<file path="src/rtl/instr_encoder_loader_pkg.sv">
// Shared encodings for the instruction encoder/loader: immediate formats,
// error codes, FSM states and a signed range helper.
package instr_encoder_loader_pkg;

    typedef enum logic [2:0] {
        IMM_NONE = 3'd0,
        IMM_I    = 3'd1,
        IMM_S    = 3'd2,
        IMM_B    = 3'd3,
        IMM_J    = 3'd4
    } imm_fmt_e;

    typedef enum logic [2:0] {
        ERR_NONE      = 3'd0,
        ERR_IMM_RANGE = 3'd1,
        ERR_IMM_ALIGN = 3'd2,
        ERR_BAD_FMT   = 3'd3,
        ERR_OVERFLOW  = 3'd4
    } err_code_e;

    typedef enum logic [1:0] {
        ST_IDLE = 2'd0,
        ST_RUN  = 2'd1,
        ST_DONE = 2'd2,
        ST_ERR  = 2'd3
    } state_e;

    function automatic logic in_range(input logic signed [31:0] v,
                                      input logic signed [31:0] lo,
                                      input logic signed [31:0] hi);
        return (v >= lo) && (v <= hi);
    endfunction

endpackage

</file>
<file path="src/rtl/instr_encoder_loader_if.sv">
// Decoded-field bundle stream into the encoder/loader (valid/ready).
interface instr_encoder_loader_if;
    logic        in_valid;
    logic        in_ready;
    logic [2:0]  in_fmt;
    logic [6:0]  in_opcode;
    logic [4:0]  in_rd;
    logic [4:0]  in_rs1;
    logic [4:0]  in_rs2;
    logic [2:0]  in_funct3;
    logic [6:0]  in_funct7;
    logic [31:0] in_imm;
    logic        in_last;

    modport master (
        output in_valid, in_fmt, in_opcode, in_rd, in_rs1, in_rs2,
               in_funct3, in_funct7, in_imm, in_last,
        input  in_ready
    );

    modport slave (
        input  in_valid, in_fmt, in_opcode, in_rd, in_rs1, in_rs2,
               in_funct3, in_funct7, in_imm, in_last,
        output in_ready
    );
endinterface

</file>
<file path="src/rtl/instr_encoder_loader_pack.sv">
// Combinational RV32I word packer: inverse of the core's immediate extraction,
// plus immediate range, alignment and format checks.
module instr_encoder_loader_pack
    import instr_encoder_loader_pkg::*;
(
    input  logic [2:0]  fmt,
    input  logic [6:0]  opcode,
    input  logic [4:0]  rd,
    input  logic [4:0]  rs1,
    input  logic [4:0]  rs2,
    input  logic [2:0]  funct3,
    input  logic [6:0]  funct7,
    input  logic [31:0] imm,
    output logic [31:0] word,
    output logic        range_err,
    output logic        align_err,
    output logic        fmt_err
);

    // NOTE: every output gets a default first so no path through the case infers a latch.
    always_comb begin
        word      = '0;
        range_err = 1'b0;
        align_err = 1'b0;
        fmt_err   = 1'b0;
        case (fmt)
            IMM_NONE: word = {funct7, rs2, rs1, funct3, rd, opcode};
            IMM_I: begin
                word      = {imm[11:0], rs1, funct3, rd, opcode};
                range_err = !in_range(imm, -32'sd2048, 32'sd2047);
            end
            IMM_S: begin
                word      = {imm[11:5], rs2, rs1, funct3, imm[4:0], opcode};
                range_err = !in_range(imm, -32'sd2048, 32'sd2047);
            end
            IMM_B: begin
                word      = {imm[12], imm[10:5], rs2, rs1, funct3, imm[4:1], imm[11], opcode};
                range_err = !in_range(imm, -32'sd4096, 32'sd4094);
                align_err = imm[0];
            end
            IMM_J: begin
                word      = {imm[20], imm[10:1], imm[11], imm[19:12], rd, opcode};
                range_err = !in_range(imm, -32'sd1048576, 32'sd1048574);
                align_err = imm[0];
            end
            default: fmt_err = 1'b1;
        endcase
    end

endmodule

</file>
<file path="src/rtl/instr_encoder_loader.sv">
// Program loader: accepts field bundles, packs them into RV32I words and writes
// them to sequential instruction-memory addresses, stopping on the first error.
module instr_encoder_loader
    import instr_encoder_loader_pkg::*;
#(
    parameter  int DEPTH = 1024,
    localparam int CW    = $clog2(DEPTH + 1)
) (
    input  logic                    clk,
    input  logic                    rst,
    input  logic                    start,
    input  logic [31:0]             base_addr,
    instr_encoder_loader_if.slave   bus,
    output logic                    mem_we,
    output logic [31:0]             mem_addr,
    output logic [31:0]             mem_wdata,
    output logic                    busy,
    output logic                    done,
    output logic                    err,
    output logic [2:0]              err_code,
    output logic [CW-1:0]           word_count
);

    state_e      state_q, state_d;
    logic [31:0] addr_q;
    logic [31:0] word;
    logic        range_err, align_err, fmt_err;
    err_code_e   code;
    logic        ready, hs, do_start;

    instr_encoder_loader_pack u_pack (
        .fmt       (bus.in_fmt),
        .opcode    (bus.in_opcode),
        .rd        (bus.in_rd),
        .rs1       (bus.in_rs1),
        .rs2       (bus.in_rs2),
        .funct3    (bus.in_funct3),
        .funct7    (bus.in_funct7),
        .imm       (bus.in_imm),
        .word      (word),
        .range_err (range_err),
        .align_err (align_err),
        .fmt_err   (fmt_err)
    );

    // Highest-priority failure wins; overflow outranks any field problem.
    always_comb begin
        code = ERR_NONE;
        if (word_count == CW'(DEPTH)) code = ERR_OVERFLOW;
        else if (fmt_err)             code = ERR_BAD_FMT;
        else if (range_err)           code = ERR_IMM_RANGE;
        else if (align_err)           code = ERR_IMM_ALIGN;
    end

    always_comb begin
        state_d  = state_q;
        ready    = 1'b0;
        hs       = 1'b0;
        do_start = 1'b0;
        case (state_q)
            ST_IDLE, ST_ERR: begin
                if (start) begin
                    do_start = 1'b1;
                    state_d  = ST_RUN;
                end
            end
            ST_RUN: begin
                ready = 1'b1;
                hs    = bus.in_valid;
                if (hs) begin
                    if (code != ERR_NONE) state_d = ST_ERR;
                    else if (bus.in_last) state_d = ST_DONE;
                end
            end
            ST_DONE: state_d = ST_IDLE;
            default: state_d = ST_IDLE;
        endcase
    end

    assign bus.in_ready = ready;
    assign busy         = (state_q != ST_IDLE);

    // NOTE: sequential state uses non-blocking assignments so every register samples pre-edge values.
    always_ff @(posedge clk) begin
        if (rst) state_q <= ST_IDLE;
        else     state_q <= state_d;
    end

    always_ff @(posedge clk) begin
        if (rst) begin
            addr_q     <= '0;
            mem_we     <= 1'b0;
            mem_addr   <= '0;
            mem_wdata  <= '0;
            done       <= 1'b0;
            err        <= 1'b0;
            err_code   <= '0;
            word_count <= '0;
        end else begin
            mem_we <= 1'b0;
            done   <= 1'b0;
            if (do_start) begin
                err        <= 1'b0;
                err_code   <= '0;
                word_count <= '0;
                addr_q     <= {base_addr[31:2], 2'b00};
            end
            if (hs && code == ERR_NONE) begin
                mem_we     <= 1'b1;
                mem_addr   <= addr_q;
                mem_wdata  <= word;
                done       <= bus.in_last;
                addr_q     <= addr_q + 32'd4;  // wraps modulo 2^32 by design
                word_count <= word_count + CW'(1);
            end
            if (hs && code != ERR_NONE) begin
                err      <= 1'b1;
                err_code <= code;
            end
        end
    end

endmodule
</file>
<file path="src/flat_wrapper.sv">
// flat-port wrapper written by rule: the top's interface ports become plain ports
module instr_encoder_loader_flat import instr_encoder_loader_pkg::*;
#(
    parameter  int DEPTH = 1024,
    localparam int CW    = $clog2(DEPTH + 1)
)
  (clk, rst, start, base_addr, mem_we, mem_addr, mem_wdata, busy, done, err, err_code, word_count, bus_in_valid, bus_in_fmt, bus_in_opcode, bus_in_rd, bus_in_rs1, bus_in_rs2, bus_in_funct3, bus_in_funct7, bus_in_imm, bus_in_last, bus_in_ready);
  instr_encoder_loader_if bus_i ();
  input  logic clk;
  input  logic rst;
  input  logic start;
  input  logic [31:0] base_addr;
  output logic mem_we;
  output logic [31:0] mem_addr;
  output logic [31:0] mem_wdata;
  output logic busy;
  output logic done;
  output logic err;
  output logic [2:0] err_code;
  output logic [CW-1:0] word_count;
  input wire logic [$bits(bus_i.in_valid)-1:0] bus_in_valid;
  input wire logic [$bits(bus_i.in_fmt)-1:0] bus_in_fmt;
  input wire logic [$bits(bus_i.in_opcode)-1:0] bus_in_opcode;
  input wire logic [$bits(bus_i.in_rd)-1:0] bus_in_rd;
  input wire logic [$bits(bus_i.in_rs1)-1:0] bus_in_rs1;
  input wire logic [$bits(bus_i.in_rs2)-1:0] bus_in_rs2;
  input wire logic [$bits(bus_i.in_funct3)-1:0] bus_in_funct3;
  input wire logic [$bits(bus_i.in_funct7)-1:0] bus_in_funct7;
  input wire logic [$bits(bus_i.in_imm)-1:0] bus_in_imm;
  input wire logic [$bits(bus_i.in_last)-1:0] bus_in_last;
  output wire logic [$bits(bus_i.in_ready)-1:0] bus_in_ready;
  assign bus_i.in_valid = bus_in_valid;
  assign bus_i.in_fmt = bus_in_fmt;
  assign bus_i.in_opcode = bus_in_opcode;
  assign bus_i.in_rd = bus_in_rd;
  assign bus_i.in_rs1 = bus_in_rs1;
  assign bus_i.in_rs2 = bus_in_rs2;
  assign bus_i.in_funct3 = bus_in_funct3;
  assign bus_i.in_funct7 = bus_in_funct7;
  assign bus_i.in_imm = bus_in_imm;
  assign bus_i.in_last = bus_in_last;
  assign bus_in_ready = bus_i.in_ready;
  instr_encoder_loader #(.DEPTH(DEPTH)) u_core (.clk(clk), .rst(rst), .start(start), .base_addr(base_addr), .bus(bus_i), .mem_we(mem_we), .mem_addr(mem_addr), .mem_wdata(mem_wdata), .busy(busy), .done(done), .err(err), .err_code(err_code), .word_count(word_count));
endmodule
</file>
<file path="config.mk">
export PLATFORM = sky130hd
export DESIGN_NAME = instr_encoder_loader_flat
export DESIGN_NICKNAME = d
export VERILOG_FILES = /design/src/rtl/instr_encoder_loader_pkg.sv /design/src/rtl/instr_encoder_loader_if.sv /design/src/rtl/instr_encoder_loader_pack.sv /design/src/rtl/instr_encoder_loader.sv /design/src/flat_wrapper.sv
export SDC_FILE = /design/constraint.sdc
export NUM_CORES = 1
export LEC_CHECK = 0
export CAP_MARGIN = 20
export CELL_PAD_IN_SITES_DETAIL_PLACEMENT = 2
export CELL_PAD_IN_SITES_GLOBAL_PLACEMENT = 2
export CORE_MARGIN = 2
export CORE_UTILIZATION = 27
export DETAILED_ROUTE_END_ITERATION = 10
export HOLD_SLACK_MARGIN = 0.02
export PLACE_DENSITY_LB_ADDON = 0.1
export SYNTH_ARGS = -nofsm -noshare
export SYNTH_HDL_FRONTEND = slang
export SYNTH_SLANG_ARGS = --single-unit
</file>
<file path="constraint.sdc">
create_clock -name clk -period 4.98 [get_ports clk]
set_input_delay 0.996 -clock clk [delete_from_list [all_inputs] [get_ports clk]]
set_output_delay 0.996 -clock clk [all_outputs]
set_load 0.05 [all_outputs]
</file>
* Word-level counts from Yosys, hierarchy flattened
Index checks and enable logic that the tools add are counted.
** Storage, ports and cells
- Input bits :: 104
- Output and inout port bits :: 83
- Word-level logic and storage cells :: 75
- Register bits :: 115
** Cells by class
- $add $sub $neg :: 2
- Order comparisons :: 6
- Multiplexer cells :: 25
- Equal/unequal tests :: 11
- Reductions and logical operators :: 21
- Bitwise logic cells :: 1
** Operators with widths (number)
- one-hot mux 32 bit (5 select lines) :: 1
- two-way mux 32 bit :: 2
- adder 32 x 3 -> 32 bit, second input constant :: 1
- >= comparator 32 x 12 -> 1 bit, second input constant :: 1
- >= comparator 32 x 13 -> 1 bit, second input constant :: 1
- >= comparator 32 x 21 -> 1 bit, second input constant :: 1
- less-or-equal comparator 32 x 12 -> 1 bit, second input constant :: 1
- less-or-equal comparator 32 x 13 -> 1 bit, second input constant :: 1
- less-or-equal comparator 32 x 21 -> 1 bit, second input constant :: 1
- two-way mux 11 bit :: 2
- two-way mux 3 bit :: 5
- adder 11 x 1 -> 11 bit, second input constant :: 1
- == test 11 bit, second input constant :: 1
- two-way mux 2 bit :: 5
- two-way mux 1 bit :: 8
- OR reduction 2 bit :: 4
- == test 3 x 2 -> 1 bit, second input constant :: 2
- zero test 3 bit :: 2
- one-hot mux 2 bit (3 select lines) :: 1
- nonzero test 2 bit :: 3
- logical AND 1 bit :: 5
- OR reduction 5 bit :: 1
- == test 2 bit, second input constant :: 2
- inequality test 2 bit, second input constant :: 2
- other kinds (10) :: 12

* Depth between registers and ports, before layout
- Depth after elaboration :: 11
- Gate-level depth with buffers :: 12
- Depth with buffers taken out :: 8

* By module
From an unflattened synthesis, not the netlist that was laid out.
** Unflattened totals
- Cells, all modules :: 759
- Area, all modules :: 5701.7 um^2
** By module, submodules not included
- instr_encoder_loader :: cells an instance 630, area each 4952.2 um^2, times used 1, seq. area each 2222.1 um^2
- instr_encoder_loader_pack :: cells an instance 129, area each 749.5 um^2, times used 1, seq. area each 0.0 um^2

* Worst setup path before layout
Ideal clock, no wire load.
- Path kind :: input to register
- From :: input port bus_in_imm[31]
- To :: register u_core.addr_q[31]
- Arrival :: 2.895 ns
- Setup slack :: 1.990 ns
- Data required time :: 4.885 ns
- Stages on the path :: 8
- Path buffers :: 1
- Setup time :: 0.095 ns
- Cell sequence :: nor4_1 -> nand3_1 -> or3_4 -> a211oi_4 -> nand3_2 -> clkbuf_2 -> or4_1 -> o311ai_1
** On the way
- Word-level cells in the longest chain between the ends :: 10
- Elaborated cells between the ends (all ways) :: 20
- Those cells by class :: order compare (6); mux (5); reduce/logical (9)
** Ends and longest elaborated chain
- start, declared :: RTL line flat_wrapper.sv:29 : input wire logic [$bits(bus_i.in_imm)-1:0] bus_in_imm;
- >= comparator 32 x 21 -> 1 bit, or another cell as far along :: RTL line instr_encoder_loader_pkg.sv:31 : return (v >= lo) && (v <= hi);
- logical AND 1 bit :: RTL line instr_encoder_loader_pkg.sv:31
- zero test 1 bit (on tied branches)
- one-hot mux 1 bit (3 select lines) (*) :: RTL line instr_encoder_loader_pack.sv:26 : case (fmt)
- two-way mux 3 bit (*) :: RTL line instr_encoder_loader.sv:51 : else if (range_err) code = ERR_IMM_RANGE;
- two-way mux 3 bit (*) :: RTL line instr_encoder_loader.sv:50 : else if (fmt_err) code = ERR_BAD_FMT;
- two-way mux 3 bit (*) :: RTL line instr_encoder_loader.sv:49 : if (word_count == CW'(DEPTH)) code = ERR_OVERFLOW;
- zero test 3 bit (*) :: RTL line instr_encoder_loader.sv:108 : if (hs && code == ERR_NONE) begin
- logical AND 1 bit (*) :: RTL line instr_encoder_loader.sv:108
- two-way mux 32 bit / nonzero test 2 bit (equally long branches)
- end signal, assigned :: RTL line instr_encoder_loader.sv:106 : addr_q <= {base_addr[31:2], 2'b00};
- end signal, assigned :: RTL line instr_encoder_loader.sv:113 : addr_q <= addr_q + 32'd4;
- end, declared :: RTL line instr_encoder_loader.sv:25 : logic [31:0] addr_q;
Mark *: on every way between the ends. The rest lies on a longest branch, timed or not.
A chain may end at the register's enable or synchronous reset.

* Worst setup path after layout
- From :: input port bus_in_imm[31]
- To :: register u_core.word_count[8]
** On the way
- Word-level cells in the longest chain between the ends :: 10
- Elaborated cells between the ends (all ways) :: 20
- Those cells by class :: order compare (6); mux (5); reduce/logical (9)
** Ends and longest elaborated chain
- >= comparator 32 x 21 -> 1 bit, or another cell as far along :: RTL line instr_encoder_loader_pkg.sv:31
- logical AND 1 bit :: RTL line instr_encoder_loader_pkg.sv:31
- zero test 1 bit (on tied branches)
- one-hot mux 1 bit (3 select lines) (*) :: RTL line instr_encoder_loader_pack.sv:26
- two-way mux 3 bit (*) :: RTL line instr_encoder_loader.sv:51
- two-way mux 3 bit (*) :: RTL line instr_encoder_loader.sv:50
- two-way mux 3 bit (*) :: RTL line instr_encoder_loader.sv:49
- zero test 3 bit (*) :: RTL line instr_encoder_loader.sv:108
- logical AND 1 bit (*) :: RTL line instr_encoder_loader.sv:108
- two-way mux 11 bit / nonzero test 2 bit (equally long branches)
- end signal, assigned :: RTL line instr_encoder_loader.sv:114 : word_count <= word_count + CW'(1);
- end, declared :: RTL line instr_encoder_loader.sv:21 : output logic [CW-1:0] word_count
Marked as above.

==> impl_metrics.py <==
metrics = {
    "clock_network": {
        "cts-resized-gates": 0,
        "clk_latency_ns": 0.35,
        "clockBufferDepth": 2,
        "hold_buffers": 0,
        "post-cts-setup-buffer-count": 0,
        "htreeDepth": 3,
        "clockRootBuffer": "clkbuf_16",
        "cts_sinks": 111,
        "cts.clk_slew.worst_paths_ns": 0.07,
        "tritoncts": "yes",
        "cts_made_buffers": 9,
    },
    "synthesis": {
        "synth_cells": 726,
        "synth.area.top_cells": "dfxtp_1, nand2_1, a21oi_1",
        "synth_mux_area_frac": 0.01236,
        "synth_xor_area_frac": 0.003090,
        "synth_area_sq_um": 5669,
        "ys_ff_latch": 111,
        "yosysSeqAreaShare": 0.3920,
        "yosysWarnings": 0,
        "synthAdderAreaFrac": 0.01324,
        "synth_compound_area_frac": 0.1993,
        "synth_top_area_cell": "dfxtp_1",
        "ys_types": 63,
        "synth_ff_type": "dfxtp_1",
        "synth-edff-count": 0,
        "syn_area_per_cell_sq_um": 7.809,
        "ys_async_sr_fraction": 0,
        "synth.top_cell.area_share": 0.3920,
        "synth-simple-area-share": 0.3070,
        "synth_top_family_by_area": "simple AND/OR/NAND/NOR gates",
    },
    "sta": {
        "finalClockSkew_ns": 0.009649,
        "setup_viol": 0,
        "postLayoutSetupSlackWorst_ns": 1.096,
        "setup_tns_ns": 0,
        "relSlewSlack": 0.4190,
        "min_period_ns": 3.884,
        "final.period_utilization": 0.7799,
        "rsz0062_at_grt": "false",
        "maxClockFrequency_ghz": 0.2575,
        "slew_violations": 0,
        "holdWs_ns": 0.4541,
        "tightest_slew_ns": 0.8715,
        "final_hold_viol_count": 0,
    },
    "pwr": {
        "power.switching_uw": 832.3,
        "powerDensity_nw_per_um2": 311.9,
        "ir_drop_mv": 0.1373,
        "p_comb_frac": 0.274,
        "clkPwrFrac": 0.310,
        "p_int_uw": 1650,
        "swShare": 0.3353,
        "leakagePower_uw": 0.002644,
        "seqPwrFrac": 0.416,
    },
    "floorplanning": {
        "io_pins": 187,
        "fp.dieW_um": 148.9,
        "coreArea_sq_um": 20820,
        "die_h_um": 148.9,
        "die_area_sq_um": 22170,
        "row_count": 53,
        "start_util": 0.2723,
    },
    "global_route": {
        "grt_max_degree": 78,
        "antenna_found_initial": 1,
        "use_met2": 0.3565,
        "grt_pass1_vias": 6463,
        "grt_pass1_wl_um": 34260,
        "gr-total-overflow": 0,
        "busiest_layer": "met2",
        "use_met1": 0.2228,
        "grt.met3_usage": 0.05505,
        "globalRouteTotalUtil": 0.1937,
    },
    "detailed_routing": {
        "route.detailed.drc": 0,
        "dr.first_iter.drc_count": 179,
        "num_vias": 6051,
        "drt-total-wl_um": 21390,
        "wire_per_inst_um": 18.49,
        "postRouteAntennaNets": 0,
        "dr.pass1.iters": 4,
        "viasPerCell": 5.230,
    },
    "placement": {
        "dp_hpwl_um": 15520,
        "place_area_sq_um": 7655,
        "gp_congestion": 0.7745,
        "place_ws_ns": 0.7134,
        "portBuffers": 182,
    },
    "finish": {
        "nets": 987,
        "drive_gt1_frac": 0.05215,
        "diodes": 0,
        "areaGrowthSynthToFinish_pct": 40.37,
        "final_area_sq_um": 7958,
    },
    "setup_path": {
        "cp.arrival_ns": 4.16,
        "crit_type": "in2reg",
        "cp-start-kind": "input pin",
        "crit_path_end_kind": "flip-flop",
        "worstPathMaxFanout": 32,
        "cp.required_ns": 5.26,
    },
    "status": {
        "outcome": "finished, final reports clean",
    },
    "worst_hold_path": {
        "hold_path.class": "reg2reg",
    },
    "run": {
        "drv_cap": 0,
    },
}
[per-stage QoR]
stage / util / total power, uW / cells
2_1_floorplan: - / 1462 / 727
3_3_place_gp: 0.3676 / 1711 / 1141
3_5_place_dp: 0.3676 / 1742 / 1141
4_1_cts: 0.3822 / 2519 / 1157
5_1_grt: 0.3822 / 2621 / 1157
6_report: 0.3822 / 2482 / 1157
[cell usage after synthesis (2+ instances only)]
master and number:
and4_1 6, a221oi_1 7, or3_1 13, inv_1 22, nor3_1 41, o31ai_1 4, a31oi_1 18, nor4_1 13
a21oi_1 59, a32oi_1 2, a21o_1 4, nor4_2 3, nand2b_1 3, buf_6 10, a311oi_1 28, buf_2 12
a2bb2oi_1 2, a2111oi_1 2, o211a_1 2, or2_2 3, dfxtp_1 111, nand2_1 117, o311ai_1 2, o21ai_0 8
nand4_1 13, clkbuf_1 27, buf_1 3, nor2b_1 12, o21ba_2 2, buf_4 5, a211oi_1 8, and2_1 7
ha_1 6, nand3_1 47, o21bai_1 2, and3_1 16, mux2i_1 7, nor2_1 54
[worst max-delay path, cell delays in order]
cell,delay [ns]
clkdlybuf4s50_1,0.46
nor4_1,0.31
nand3_1,0.19
or3_4,0.45
a211oi_4,0.39
nand3_4,0.37
buf_4,0.40
or3_1,0.39
a31oi_1,0.17
[layout make-up]
cell class,count,area [sq um]
Fill cell,2397,12860
Multi-Input combinational cell,536,3062
Sequential cell,111,2222
Timing Repair Buffer,197,1944
Tap cell,275,344.1
Clock buffer,14,264.0
Inverter,22,82.58
Clock inverter,2,38.79
[registers in the layout, indices dropped and copies added (netlist names)]
register / flops
u_core.err_code: 3
u_core.mem_we: 1
u_core.done: 1
u_core.err: 1
u_core.mem_addr: 30
u_core.state_q: 2
u_core.word_count: 11
u_core.mem_wdata: 32
u_core.addr_q: 30
[power groups by stage]
stage               Clock [uW]  Combinational (uW)  Sequential [uW]
floorplan                    0                 343             1120
global placement             0                 662             1050
detailed placement           0                 687             1050
CTS                        793                 692             1030
global route               832                 741             1050
finish                     769                 679             1030
[routing by layer]
| layer | part of all wire | vias up | routed length (um) |
|---|---|---|---|
| met5 | 0.00061 | - | 13 |
| met4 | 0.0080 | 2 | 172 |
| met3 | 0.059 | 12 | 1263 |
| met2 | 0.51 | 117 | 10940 |
| met1 | 0.42 | 2994 | 9002 |
| li1 | - | 2926 | - |
[cells by family (layout without fill, tap and decap cells)]
group                    count (synthesis)  after routing
other                                    1              2
AND/OR/NAND/NOR                        356            356
AO/OA/AOI/OAI                          163            163
adder cells (fa/ha/maj)                  6              6
multiplexers                             7              7
XOR/XNOR                                 2              2
flip-flops                             111            111
buffers and inverters                   80            235
[cells in the final DEF (no fill, tap or decap), types with 3 or more instances in the layout]
cell             netlist  routed
inv_1                 22      22
a21o_1                 4       4
nand2b_1               3       3
clkdlybuf4s50_1        0     181
a221oi_1               7       7
clkbuf_16              0       9
ha_1                   6       6
o21ai_0                8       8
nor2b_1               12      12
nand4_1               13      13
o31ai_1                4       4
nor4_2                 3       3
or3_1                 13      13
or2_2                  3       3
and3_1                16      15
clkbuf_1              27       3
nand3_1               47      47
nor2_1                54      53
and4_1                 6       6
and2_1                 7       7
a21oi_1               59      59
nand2_1              117     117
dfxtp_1              111     111
nor4_1                13      13
nor3_1                41      41
mux2i_1                7       7
a311oi_1              28      28
a31oi_1               18      17
a211oi_1               8       8
buf_4                  5      15
[worst paths after layout]
check	start	endpoint	slack [ns]	cells past startpoint
max	bus_in_imm[31]	u_core.word_count[8]	1.10	9
min	u_core.mem_addr[15]	u_core.mem_addr[15]	0.45	2
max reg2reg	u_core.word_count[0]	u_core.word_count[8]	2.09	9
min reg2reg	u_core.mem_addr[15]	u_core.mem_addr[15]	0.45	2
(Power assumes the default switching activity.)
